File: src/rtl/johnson_monitor.sv
// ---------------------------------------------------------------------------
// johnson_monitor
//   Checker for a WIDTH-bit Johnson counter bus. Each enabled sample is
//   decoded to a phase 0..2*WIDTH-1 and classified as illegal, first,
//   hold, step or skip. A two-state FSM (HUNT/LOCKED) tracks lock.
//   Sequence errors are only reported and counted while locked. The error
//   counter saturates instead of wrapping.
//
//   Optional feature: define JOHNSON_MON_STATS_EN to add rev_count, a
//   saturating count of wrap pulses that occur while locked.
//
// Ports
//   clk        in   rising-edge clock
//   rst        in   synchronous active-high reset (highest priority)
//   en         in   sample enable for jc_in
//   jc_in      in   [WIDTH-1:0] Johnson code under check
//   clr_err    in   synchronous clear of err_count (and rev_count)
//   phase      out  decoded phase of the last legal sample
//   valid_code out  last enabled sample was a legal code
//   locked     out  FSM is in LOCKED
//   step_err   out  one-cycle pulse on a sequence error while locked
//   wrap       out  one-cycle pulse on a correct step from N-1 to 0
//   err_count  out  [ERR_W-1:0] saturating error count
//   rev_count  out  [15:0] locked wrap count (JOHNSON_MON_STATS_EN only)
// ---------------------------------------------------------------------------
module johnson_monitor #(
  parameter int unsigned WIDTH      = 4,
  parameter int unsigned LOCK_COUNT = 4,
  parameter int unsigned ERR_W      = 8
) (
  input  logic                          clk,
  input  logic                          rst,
  input  logic                          en,
  input  logic [WIDTH-1:0]              jc_in,
  input  logic                          clr_err,
  output logic [$clog2(2*WIDTH)-1:0]    phase,
  output logic                          valid_code,
  output logic                          locked,
  output logic                          step_err,
  output logic                          wrap,
  output logic [ERR_W-1:0]              err_count
`ifdef JOHNSON_MON_STATS_EN
  ,
  output logic [15:0]                   rev_count
`endif
);

  localparam int unsigned N   = 2 * WIDTH;
  localparam int unsigned PW  = $clog2(N);
  localparam int unsigned PCW = $clog2(WIDTH + 1);
  localparam int unsigned RW  = $clog2(LOCK_COUNT + 1);

  typedef enum logic {
    HUNT,
    LOCKED
  } state_t;

  state_t           state_q, state_d;
  logic [PCW-1:0]   pc;
  logic [WIDTH-1:0] pattern;
  logic [PW-1:0]    dec_phase;
  logic             dec_legal;
  logic [PW-1:0]    phase_inc;

  logic             have_prev, have_prev_d;
  logic [RW-1:0]    run, run_d;
  logic [PW-1:0]    phase_d;
  logic             valid_d;
  logic             wrap_d;
  logic             err_hit;
  logic [ERR_W-1:0] err_base, err_d;

  // Decode: the popcount gives the phase; msb selects the falling half.
  // The code is legal only if it matches the ideal pattern for that phase
  // (a contiguous run of ones anchored at bit 0 or at the msb).
  always_comb begin
    pc      = '0;
    pattern = '0;
    for (int unsigned i = 0; i < WIDTH; i++) begin
      pc = pc + PCW'(jc_in[i]);
    end
    if (jc_in[WIDTH-1]) begin
      dec_phase = PW'(N - 32'(pc));
    end else begin
      dec_phase = PW'(pc);
    end
    for (int unsigned i = 0; i < WIDTH; i++) begin
      if (jc_in[WIDTH-1]) begin
        pattern[i] = ((i + 32'(pc)) >= WIDTH);
      end else begin
        pattern[i] = (i < 32'(pc));
      end
    end
    dec_legal = (pattern == jc_in);
  end

  assign phase_inc = (phase == PW'(N - 1)) ? '0 : phase + 1'b1;

  // Next-state / classification
  always_comb begin
    state_d     = state_q;
    phase_d     = phase;
    valid_d     = valid_code;
    have_prev_d = have_prev;
    run_d       = run;
    wrap_d      = 1'b0;
    err_hit     = 1'b0;
    if (en) begin
      if (!dec_legal) begin
        valid_d = 1'b0;
        run_d   = '0;
        if (state_q == LOCKED) begin
          err_hit = 1'b1;
          state_d = HUNT;
        end
      end else begin
        valid_d = 1'b1;
        phase_d = dec_phase;
        if (!have_prev) begin
          have_prev_d = 1'b1;
          run_d       = '0;
        end else if (dec_phase == phase) begin
          run_d = run;
        end else if (dec_phase == phase_inc) begin
          run_d  = (run >= RW'(LOCK_COUNT)) ? RW'(LOCK_COUNT) : run + 1'b1;
          wrap_d = (phase == PW'(N - 1));
          if ((state_q == HUNT) && (run_d == RW'(LOCK_COUNT))) begin
            state_d = LOCKED;
          end
        end else begin
          run_d = '0;
          if (state_q == LOCKED) begin
            err_hit = 1'b1;
            state_d = HUNT;
          end
        end
      end
    end
  end

  // Clear first, then count, so a coincident clear and error yields 1.
  always_comb begin
    err_base = clr_err ? '0 : err_count;
    err_d    = (err_hit && (err_base != '1)) ? err_base + 1'b1 : err_base;
  end

  always_ff @(posedge clk) begin
    if (rst) begin
      state_q    <= HUNT;
      phase      <= '0;
      valid_code <= 1'b0;
      have_prev  <= 1'b0;
      run        <= '0;
      step_err   <= 1'b0;
      wrap       <= 1'b0;
      err_count  <= '0;
    end else begin
      state_q    <= state_d;
      phase      <= phase_d;
      valid_code <= valid_d;
      have_prev  <= have_prev_d;
      run        <= run_d;
      step_err   <= err_hit;
      wrap       <= wrap_d;
      err_count  <= err_d;
    end
  end

  assign locked = (state_q == LOCKED);

`ifdef JOHNSON_MON_STATS_EN
  logic [15:0] rev_base, rev_d;

  // Counted against the next state so the increment lines up with the
  // visible wrap pulse and the locked flag shown alongside it.
  always_comb begin
    rev_base = clr_err ? '0 : rev_count;
    rev_d    = (wrap_d && (state_d == LOCKED) && (rev_base != 16'hFFFF)) ?
               rev_base + 16'd1 : rev_base;
  end

  always_ff @(posedge clk) begin
    if (rst) begin
      rev_count <= '0;
    end else begin
      rev_count <= rev_d;
    end
  end
`endif

endmodule
File: config.mk
export PLATFORM = sky130hd
export DESIGN_NAME = johnson_monitor
export DESIGN_NICKNAME = d
export VERILOG_FILES = /design/src/rtl/johnson_monitor.sv
export SDC_FILE = /design/constraint.sdc
export NUM_CORES = 1
export LEC_CHECK = 0
export CORE_AREA = 2 2 59 61
export DETAILED_ROUTE_END_ITERATION = 8
export DIE_AREA = 0 0 61 63
export HOLD_SLACK_MARGIN = 0.03
export PLACE_DENSITY = 0.67
export SLEW_MARGIN = 10
export SYNTH_ARGS = -nofsm -noshare
export SYNTH_HDL_FRONTEND = slang
export SYNTH_SLANG_ARGS = --single-unit
File: constraint.sdc
create_clock -name clk -period 3.5 [get_ports clk]
set_input_delay 0.7 -clock clk [delete_from_list [all_inputs] [get_ports clk]]
set_output_delay 0.7 -clock clk [all_outputs]
set_load 0.02 [all_outputs]
Yosys cells after proc, flatten, opt, wreduce, memory -nomap -nowiden
Cells that the tools add are included.
Cells by class
  add/sub/neg operators: 10
  $lt $le $gt $ge: 9
  equality and inequality tests: 10
  multiplexer cells: 25
  bitwise logic cells: 5
  reduce and logical (&&, ||, !) cells: 6
Operators with widths (number)
  $mux 3: 7
  $mux 1: 16
  $mux 8: 2
  $ge 4x3->1 const B: 3
  $add 2x3->4 const A: 2
  $add 8x1->8 const B: 1
  $ne 8x8->1 const B: 1
  $add 3x1->3 const B: 2
  $eq 3x3->1: 2
  $eq 3x3->1 const B: 2
  $ge 3x3->1 const B: 2
  $lt 1x3->1 const A: 2
  $lt 2x3->1 const A: 2
  $reduce_or 6->1: 1
  $not 1->1: 5
  $add 1x3->4 const A: 1
  $eq 4x4->1: 1
  $reduce_and 2->1: 2
  $reduce_and 4->1: 1
  $add 2x1->3: 1
  $add 3x1->3: 1
  $ne 3x2->1 const B: 1
  $ne 3x3->1 const B: 1
  $sub 1x3->3 const A: 1
  4 further kinds: 5
Storage, ports and cells
  flip-flop bits (word level): 19
  input port bits: 8
  output and inout bits: 15
  logic and storage cells: 73

Longest topological paths before layout
Gate-level depths: netlist of run 1.
  depth in word-level cells: 13
  mapped depth: 12
  depth with buffers taken out: 11

Least setup slack after synthesis of run 1
Ideal clock, no wire load.
  kind: input to register
  from: input jc_in[0]
  to: register err_count[2]
  library setup time: 0.123 ns
  arrival time: 3.393 ns
  data required time: 3.377 ns
  slack: -0.016 ns
  stages: 9
  buffers on the path: 0
  path through: fa_1 > ha_1 > fa_1 > mux2i_2 > xnor2_1 > o31a_1 > a211oi_4 > nor3b_1 > mux2_1
On the way
  cells in the longest elaborated chain, start to end: 13
  elaborated cells on any way between the ends: 30
  classes of those cells: 7 x add/sub; 8 x order compare; 3 x eq/ne; 11 x mux; 1 x reduce/logical
Ends and longest elaborated chain
  start, declared: line 34  | input logic [WIDTH-1:0] jc_in,
  $add 1x1->2 *: line 80  | pc = pc + PCW'(jc_in[i]);
  $add 2x1->3 *: line 80
  $add 3x1->3 *: line 80
  $sub 1x3->3: line 83  | dec_phase = PW'(N - 32'(pc));
  $mux 3 *: line 82  | if (jc_in[WIDTH-1]) begin
  net dec_phase[0]: line 61  | logic [PW-1:0] dec_phase;
  $eq 3x3->1: line 124  | end else if (dec_phase == phase_inc) begin
  $mux 1: line 124
  $mux 1 *: line 122  | end else if (dec_phase == phase) begin
  $mux 1 *: line 119  | if (!have_prev) begin
  $mux 1 *: line 109  | if (!dec_legal) begin
  $mux 1 *: line 108  | if (en) begin
  $logic_and 1x1->1 *: line 144  | err_d = (err_hit && (err_base != '1)) ? err_base + 1'b1 : err_base;
  $mux 8 *: line 144
  end signal, assigned: line 165  | err_count <= err_d;
  end, declared: line 41  | output logic [ERR_W-1:0] err_count
The timed path passes the listed nets; every way through them passes the cells marked *.
A chain may end at the register's enable or synchronous reset.

Worst setup path after layout of run 1
  from: input jc_in[1]
  to: register err_count[5]
On the way
  cells in the longest elaborated chain, start to end: 13
  elaborated cells on any way between the ends: 30
  classes of those cells: 7 x add/sub; 8 x order compare; 3 x eq/ne; 11 x mux; 1 x reduce/logical
Ends and longest elaborated chain (line)
  branches (longest 9 deep; another with $add 1x3->4)
  $mux 1 *: 109
  $mux 1 *: 108
  $logic_and 1x1->1 *: 144
  $mux 8 *: 144
Every way passes the cells marked *.

==> results summary, run 1 <==
The number of maximum-capacitance violations came out at 0. The simple-gate area share of the yosys netlist is 0.238. Setup repair after global routing could not meet its margin everywhere. In the final layout, the share of cells above drive strength 1 is 0.241. After detailed placement, the design holds a cell count of 241. The wire length per cell after detailed routing is 13.8 um. The required time of the critical path came out at 3720 ps. Walking the worst path, the cells encountered are buf_4 > fa_1 > ha_4 > ha_4 > inv_2 > ha_4 > and2b_1 > xnor3_1 > o31a_1 > a211oi_4 > buf_6 > buf_6 > o31ai_1 > a21oi_1. The count of cell types in the netlist came out at 45. The congestion estimate from routability-driven global placement came to 0.888.

Across every metal layer, demand over resource in global routing totals 0.188. The internal cell power is 386 uW. The clock network fraction of design power came out at 0.194. For the worst setup path, the data arrival time is 3680 ps. The tightest min-delay check is of the reg -> reg type. After detailed routing, the total wire length is 3440 um. OpenSTA, run right after detailed placement, puts the worst setup slack at -724 ps. The dominant combinational cell family by area after synthesis is simple AND/OR/NAND/NOR gates.

The area growth from synthesis to layout is 40.0%. Derived from the worst setup path, the maximum achievable clock frequency is 289 MHz. The number of warnings reported in the yosys synthesis log is 0. CTS saw 19 sinks. The average footprint of a synthesized cell is 8.74 um2. The count of H-tree levels built during CTS is 1. At the pin with the least slew margin, the transition time is 686 ps. The initial utilization of the core area, before any placement, comes to 0.425.

The total clock buffers created by CTS came out at 3. The instance count of the mapped netlist came out at 157. The worst setup path is of the in -> reg kind. The share of synthesized registers carrying an async set or reset came out at 0. The worst setup path is launched from an input pin. The leakage power of the design is 0.000768 uW. The count of pins over their slew limit came to 0. The number of DRC markers after the initial detailed-route iteration came out at 60. Of the total synthesized cell area, the portion taken by XOR and XNOR cells is 0.0839. The residual overflow from global routing came out at 0.

23 I/O pins were placed. Counting I/O delays and the setup requirement, the final critical path takes 3460 ps. The total power density per cell area is 296 mW/mm2. The synthesized flop and latch total came out at 19. The area of the die is 0.00384 mm2. The library cell appearing most often on the critical path is ha_4. The net total in the final layout is 224. The maximum ir drop on the vdd rail is 147 uV. The final number of setup-violating endpoints came out at 0. The count of final hold-check violations is 0. The cell depth of the worst hold path is 2. The detail route stage leaves a number of antenna-violating nets equal to 0. The maximum fanout along the worst path is 6.

The post-synthesis share of cell area spent on full adders, half adders and majority gates came out at 0.120. Broken down by cell family, the worst path's largest delay share belongs to adder cells. The horizontal die dimension came out at 61 um.

Of the total power, the share spent switching nets is 0.322. The quantity of hold-fixing buffers added after cts came out at 0. The master of the slowest instance on the critical path is fa_1. The number of cells on the critical path came out at 14. The number of port buffers came out at 22.

The multiplexer share of the synthesized area is 0.0556. The die outline height came out at 63 um. The clock-pin slew on the worst setup and hold paths is 100 ps. The worst setup slack after layout came out at 36.1 ps. Clock latency on the worst-skew pair, taken at its later pin, is 300 ps. The number of antenna repair diodes came out at 0. The number of buffers and inverters on the critical path is 4. TritonCTS built the clock tree.

The register share of total power came out at 0.392. The pre-antenna-repair detailed-routing pass consisted of 4 iterations. The number of antenna violations at the first check in global routing came out at 0. The power share of the combinational group came out at 0.414. After detailed routing, the number of remaining DRC violations is 0. The root buffer cell is clkbuf_4.

The global-route wire length before repair is 5490 um. The number of global-route vias before repair is 1302. The final critical-path share of the clock period is 0.990. The synthesized cell area came out at 0.00137 mm2. By area the synthesized netlist is led by dfxtp_1, ha_1, inv_1. When the netlist entered floorplanning its net count stood at 177. The clock tree buffer depth came out at 2. The HPWL reported at the end of detailed placement came out at 2660 um.

The via count is 1326. The flow ran to the end, and the final reports show no timing, DRC or antenna violations. The most used flip-flop cell after synthesis is dfxtp_1. The number of cell rows is 21. Measured against its own limit, the worst slew margin works out to 0.541.

Of all cell types, the one taking the most synthesized area is dfxtp_1. The worst-case reg-to-reg path depth came out at 9. The worst setup path is captured at a register. The area of the placeable core is 0.00323 mm2.

The synthesized design contains 0 enable-type register cells. The highest cell delay on the worst timing path came out at 500 ps. The number of cells in the finished layout apart from fillers is 249.

The share of synthesized area in the top cell type comes to 0.277. On the final layout, the worst clock skew is 1.83 ps. For this run, the register share of the synthesized area comes to 0.277. The summed area of non-filler cells in the final layout is 0.00192 mm2. After detailed routing, the number of vias per cell comes to 5.33.

The net switching power is 183 uW. The post-place instance area is 0.00182 mm2. The pin count of the biggest net entering global routing came out at 18. The area fraction in compound gates after synthesis came out at 0.167.
-- metrics by stage --
step	setup TNS [ps]	power, uW	hold WS (ps)	utilization
6_report	0	569	478	0.595
3_5_place_dp	-9930	440	464	0.563
2_1_floorplan	-0.844	359	445	-
5_1_grt	-214	605	517	0.595
4_1_cts	0	563	482	0.578
3_3_place_gp	-8200	429	460	0.563
-- state kept, by name, summed over array words and instances (netlist names) --
register,count
phase,3
locked,1
run,3
step_err,1
wrap,1
err_count,8
valid_code,1
have_prev,1
-- cells by family (layout without fill, tap and decap cells) --
group                      Yosys count  in the layout
xor gates and xnor gates            10             10
AOI/OAI and AO/OA                   30             30
muxes                                7              7
DFF                                 19             19
adders and majority gates           12             12
and+or+nand+nor                     60             60
buffers and inverters               19             65
-- layout make-up --
cell class,count,area [um2]
Inverter,12,45.0
Tap cell,46,57.6
Timing Repair Buffer,49,425
Sequential cell,19,380
Fill cell,300,1310
Clock buffer,4,26.3
Multi-Input combinational cell,119,987
-- power groups by stage --
stage | Sequential [uW] | Combinational [uW] | Clock (uW)
6_report | 223 | 236 | 110
5_1_grt | 224 | 255 | 127
4_1_cts | 223 | 226 | 115
3_5_place_dp | 228 | 213 | 0
3_3_place_gp | 228 | 202 | 0
2_1_floorplan | 230 | 129 | 0
-- repair_timing --
item,4_1_cts,5_1_grt
resized for setup,16,10
setup buffers,1,2
pin swaps,13,13
gates cloned,1,0
setup endpoints to repair,17,6
-- worst register-to-register path: cells and delay by family (launching register included) --
family	cells	cell delay [ps]
compound gates	3	620
xor+xnor	1	280
fa+ha+maj	2	510
buf+inv	2	260
flops	1	380
simple gates	1	150
-- final timing paths --
path | to | slack [ps] | start
worst max-delay path | err_count[5] | 40 | jc_in[1]
worst min-delay path | valid_code | 480 | valid_code
worst max register to register | err_count[5] | 1210 | phase[0]
worst min register to register | valid_code | 480 | valid_code
-- placed cells by master (no fill, tap or decap), types with 6 or more instances in the layout --
master / count
nand3_1: 7
a21oi_1: 6
clkdlybuf4s50_1: 19
nand2_1: 7
buf_4: 24
dfxtp_1: 19
ha_1: 7
inv_1: 11
nor2_1: 12
-- cells in the mapped netlist, types with 2 or more instances --
library cell  count
clkbuf_1          5
nand2_1           7
xnor3_1           2
nor3b_1           2
o21a_1            3
nor2_1           12
o21ai_0           3
a21oi_1           6
nand3_1           7
a21boi_1          3
fa_1              2
mux2i_1           4
and3_1            2
xor2_1            3
dfxtp_1          19
nor3_1            5
nor2b_1           5
or3_1             2
o31ai_1           4
xnor2_1           5
inv_1            12
ha_1             10
nand4_1           4
or4_1             4
mux2_1            2
nand2b_1          4
and2_1            2
-- routing by layer --
layer	share of wire	vias up	GRT usage
met4	0.029	0	0.114
met2	0.56	36	0.347
met5	0	-	0
met3	0.032	11	0.0186
li1	-	653	-
met1	0.38	626	0.192
(Power assumes the default switching activity.)
==> run 2: changes to the inputs <==
--- a/config.mk
+++ b/config.mk
@@ -5,11 +5,11 @@
 export SDC_FILE = /design/constraint.sdc
 export NUM_CORES = 1
 export LEC_CHECK = 0
-export CORE_AREA = 2 2 59 61
+export CORE_AREA = 2 2 62 64
 export DETAILED_ROUTE_END_ITERATION = 8
-export DIE_AREA = 0 0 61 63
+export DIE_AREA = 0 0 64 66
 export HOLD_SLACK_MARGIN = 0.03
-export PLACE_DENSITY = 0.67
+export PLACE_DENSITY = 0.62
 export SLEW_MARGIN = 10
 export SYNTH_ARGS = -nofsm -noshare
 export SYNTH_HDL_FRONTEND = slang
==> results summary, run 2 (synthesized netlist as in run 1, its figures left out) <==
The placement-stage worst setup slack is -681 ps (+42.9 ps). The clock period minus worst slack came out at 3440 ps (-20.7 ps). On the critical path, the stage with the largest delay is an instance of fa_1. The number of global-route vias before repair is 1281 (-1.6%). The HPWL reported at the end of detailed placement was 2510 um (-5.5%).

The final estimated routing congestion in global placement was 0.833 (-6.3%). The residual overflow from global routing came to 0 (unchanged). The top cell types in the final layout, fill and taps aside, are buf_4, dfxtp_1, clkdlybuf4s50_1. In the final layout, the registers with the most flip-flops are err_count (8), phase (3), run (3). The via count is 1329 (+0.23%). The total routed wirelength is 3310 um (-4.0%). The flow ran to the end, and the final reports show no timing, DRC or antenna violations.

The path class of the tightest hold or removal check is reg -> reg. The horizontal die dimension is 64 um (+4.9%). TritonCTS built the clock tree. The number of antenna-violating nets in the routed design came to 0 (unchanged).

The maximum clock skew at final layout is 6.34 ps (+4.51 ps). The clock-pin slew on the worst setup and hold paths came out at 120 ps (+20 ps). The worst slew margin relative to its limit came out at 0.691 (+0.150).

The start-to-end type of the worst setup path is in -> reg. The die outline height came out at 66 um (+4.8%). The final hold slack is 488 ps (+10.4 ps). The highest cell delay on the worst timing path came out at 520 ps (+20 ps).

The pin slew with the least headroom to its limit is 463 ps (-223 ps). The total clock sinks is 19 (unchanged). The data arrival time of the critical path came out at 3680 ps (about the same). The critical path goes through buf_6 > fa_1 > ha_4 > ha_4 > inv_2 > ha_4 > or4b_4 > a32oi_2 > a2111o_2 > a211oi_4 > buf_6 > or4_1 > a21boi_1.

The number of port buffers is 22 (unchanged). The count of pins over their slew limit was 0 (unchanged). The register with the most flip-flops is err_count. The maximum ir drop on the vdd rail is 134 uV (-8.7%). The upper clock frequency limit is 290 MHz (+0.60%). The total power density per cell area is 295 mW/mm2 (-0.23%).

The global-route wire length before repair is 5680 um (+3.5%). The later-pin clock latency in the skew report is 300 ps (about the same). The number of iterations in the first detailed-routing pass is 4 (unchanged). The wire length per cell after detailed routing came out at 13.1 um (-5.5%). The number of maximum-capacitance violations came out at 0 (unchanged). The number of DRC markers after the initial detailed-route iteration is 58 (-3.3%). The number of flip-flops in the largest register was 8 (unchanged).

The number of antenna violations at the first check in global routing is 0 (unchanged). The final setup TNS is 0 ps (unchanged). The count of unresolved DRC violations after routing came to 0 (unchanged). The fraction of final layout cells with drive strength greater than 1 came out at 0.254 (+0.0123). The worst setup slack after layout came out at 56.8 ps (+20.7 ps). The area of the die came out at 0.00422 mm2 (+9.9%).

The commonest non-fill, non-tap cell in the layout is buf_4. The number of I/O pins was 23 (unchanged). The total clock buffers created by CTS came out at 3 (unchanged). The net total in the final layout came out at 226 (+0.89%).

The area of the placeable core came out at 0.00355 mm2 (+9.9%). The final critical-path share of the clock period is 0.984 (-0.00591). Setup repair after global routing could not meet its margin everywhere. The worst setup path is captured at a register. The number of cell rows came out at 22 (+4.8%).

The critical path launch point type is an input pin. The count of H-tree levels built during CTS is 1 (unchanged). The required time of the critical path is 3740 ps (+20 ps). The final number of setup-violating endpoints came to 0 (unchanged).

The clock tree buffer depth is 2 (unchanged). The total routing usage reported by global routing came to 0.170 (-0.0179). The starting density of the core is 0.387 (-0.0382). The average vias per placed instance came to 5.25 (-1.4%). The tree is rooted in a clkbuf_4. Counting stages on the worst path, the most repeated cell is ha_4. The maximum fanout along the worst path came to 6 (unchanged). The count of final hold-check violations is 0 (unchanged). The leakage power of the design is 0.000793 uW (+3.2%). The count of fill cells added during filler insertion came to 332 (+11%). The area growth from synthesis to layout is 42.7%. The number of antenna repair diodes is 0 (unchanged).

The pin count of the biggest net entering global routing is 17 (-1).
==> run 2: what timing repair did <==
action                                  in CTS  in global routing
setup buffers                                6                  2
gates cloned                                 1                  0
resized for setup                           16                  8
pin swaps                                   15                 14
endpoints found under the setup margin      16                  8
hold buffers                                 0                  0
==> run 2: where the power goes <==
part           internal [uW]  switching (uW)
Combinational            128             112
Clock                   42.6            73.0
Sequential               219            3.22
==> run 2: worst paths after layout <==
check             startpoint      endpoint  slack [ps]  cells past startpoint
setup / recovery    jc_in[3]  err_count[4]          60                     13
hold / removal    valid_code    valid_code         490                      2
setup reg to reg    phase[0]  err_count[4]        1160                      8
hold reg to reg   valid_code    valid_code         490                      2
==> run 2: area by class of cell <==
type	count	area (um2)	share of cell area
clock inverters	1	5.00	0.00256
clock buffers	3	22.5	0.0115
well taps	48	60.1	0.0307
multi-input cells	119	986	0.504
flip-flops and latches	19	380	0.194
inverters	12	45.0	0.0230
repair buffers	51	459	0.235
==> run 2: per-stage QoR <==
| step | instances | total power (uW) | util | area (um2) |
|---|---|---|---|---|
| floorplan | 157 | 359 | - | 1410 |
| global placement | 241 | 431 | 0.513 | 1820 |
| detailed placement | 241 | 437 | 0.513 | 1820 |
| CTS | 252 | 583 | 0.543 | 1930 |
| global route | 253 | 611 | 0.551 | 1960 |
| finish | 253 | 578 | 0.551 | 1960 |
==> run 2: worst max-delay path: cells and delay by family <==
| kind | cells | cell delay (ps) |
|---|---|---|
| AO/OA/AOI/OAI | 4 | 600 |
| AND/OR/NAND/NOR | 2 | 960 |
| buffers and inverters | 3 | 280 |
| adder cells (fa/ha/maj) | 4 | 1130 |
==> run 2: layer usage <==
| metal | global-route usage | up-vias | part of all wire |
|---|---|---|---|
| met5 | 0 | - | 0 |
| met4 | 0.0652 | 0 | 0.013 |
| met3 | 0.0153 | 4 | 0.018 |
| met2 | 0.324 | 24 | 0.52 |
| met1 | 0.195 | 642 | 0.45 |
| li1 | - | 659 | - |
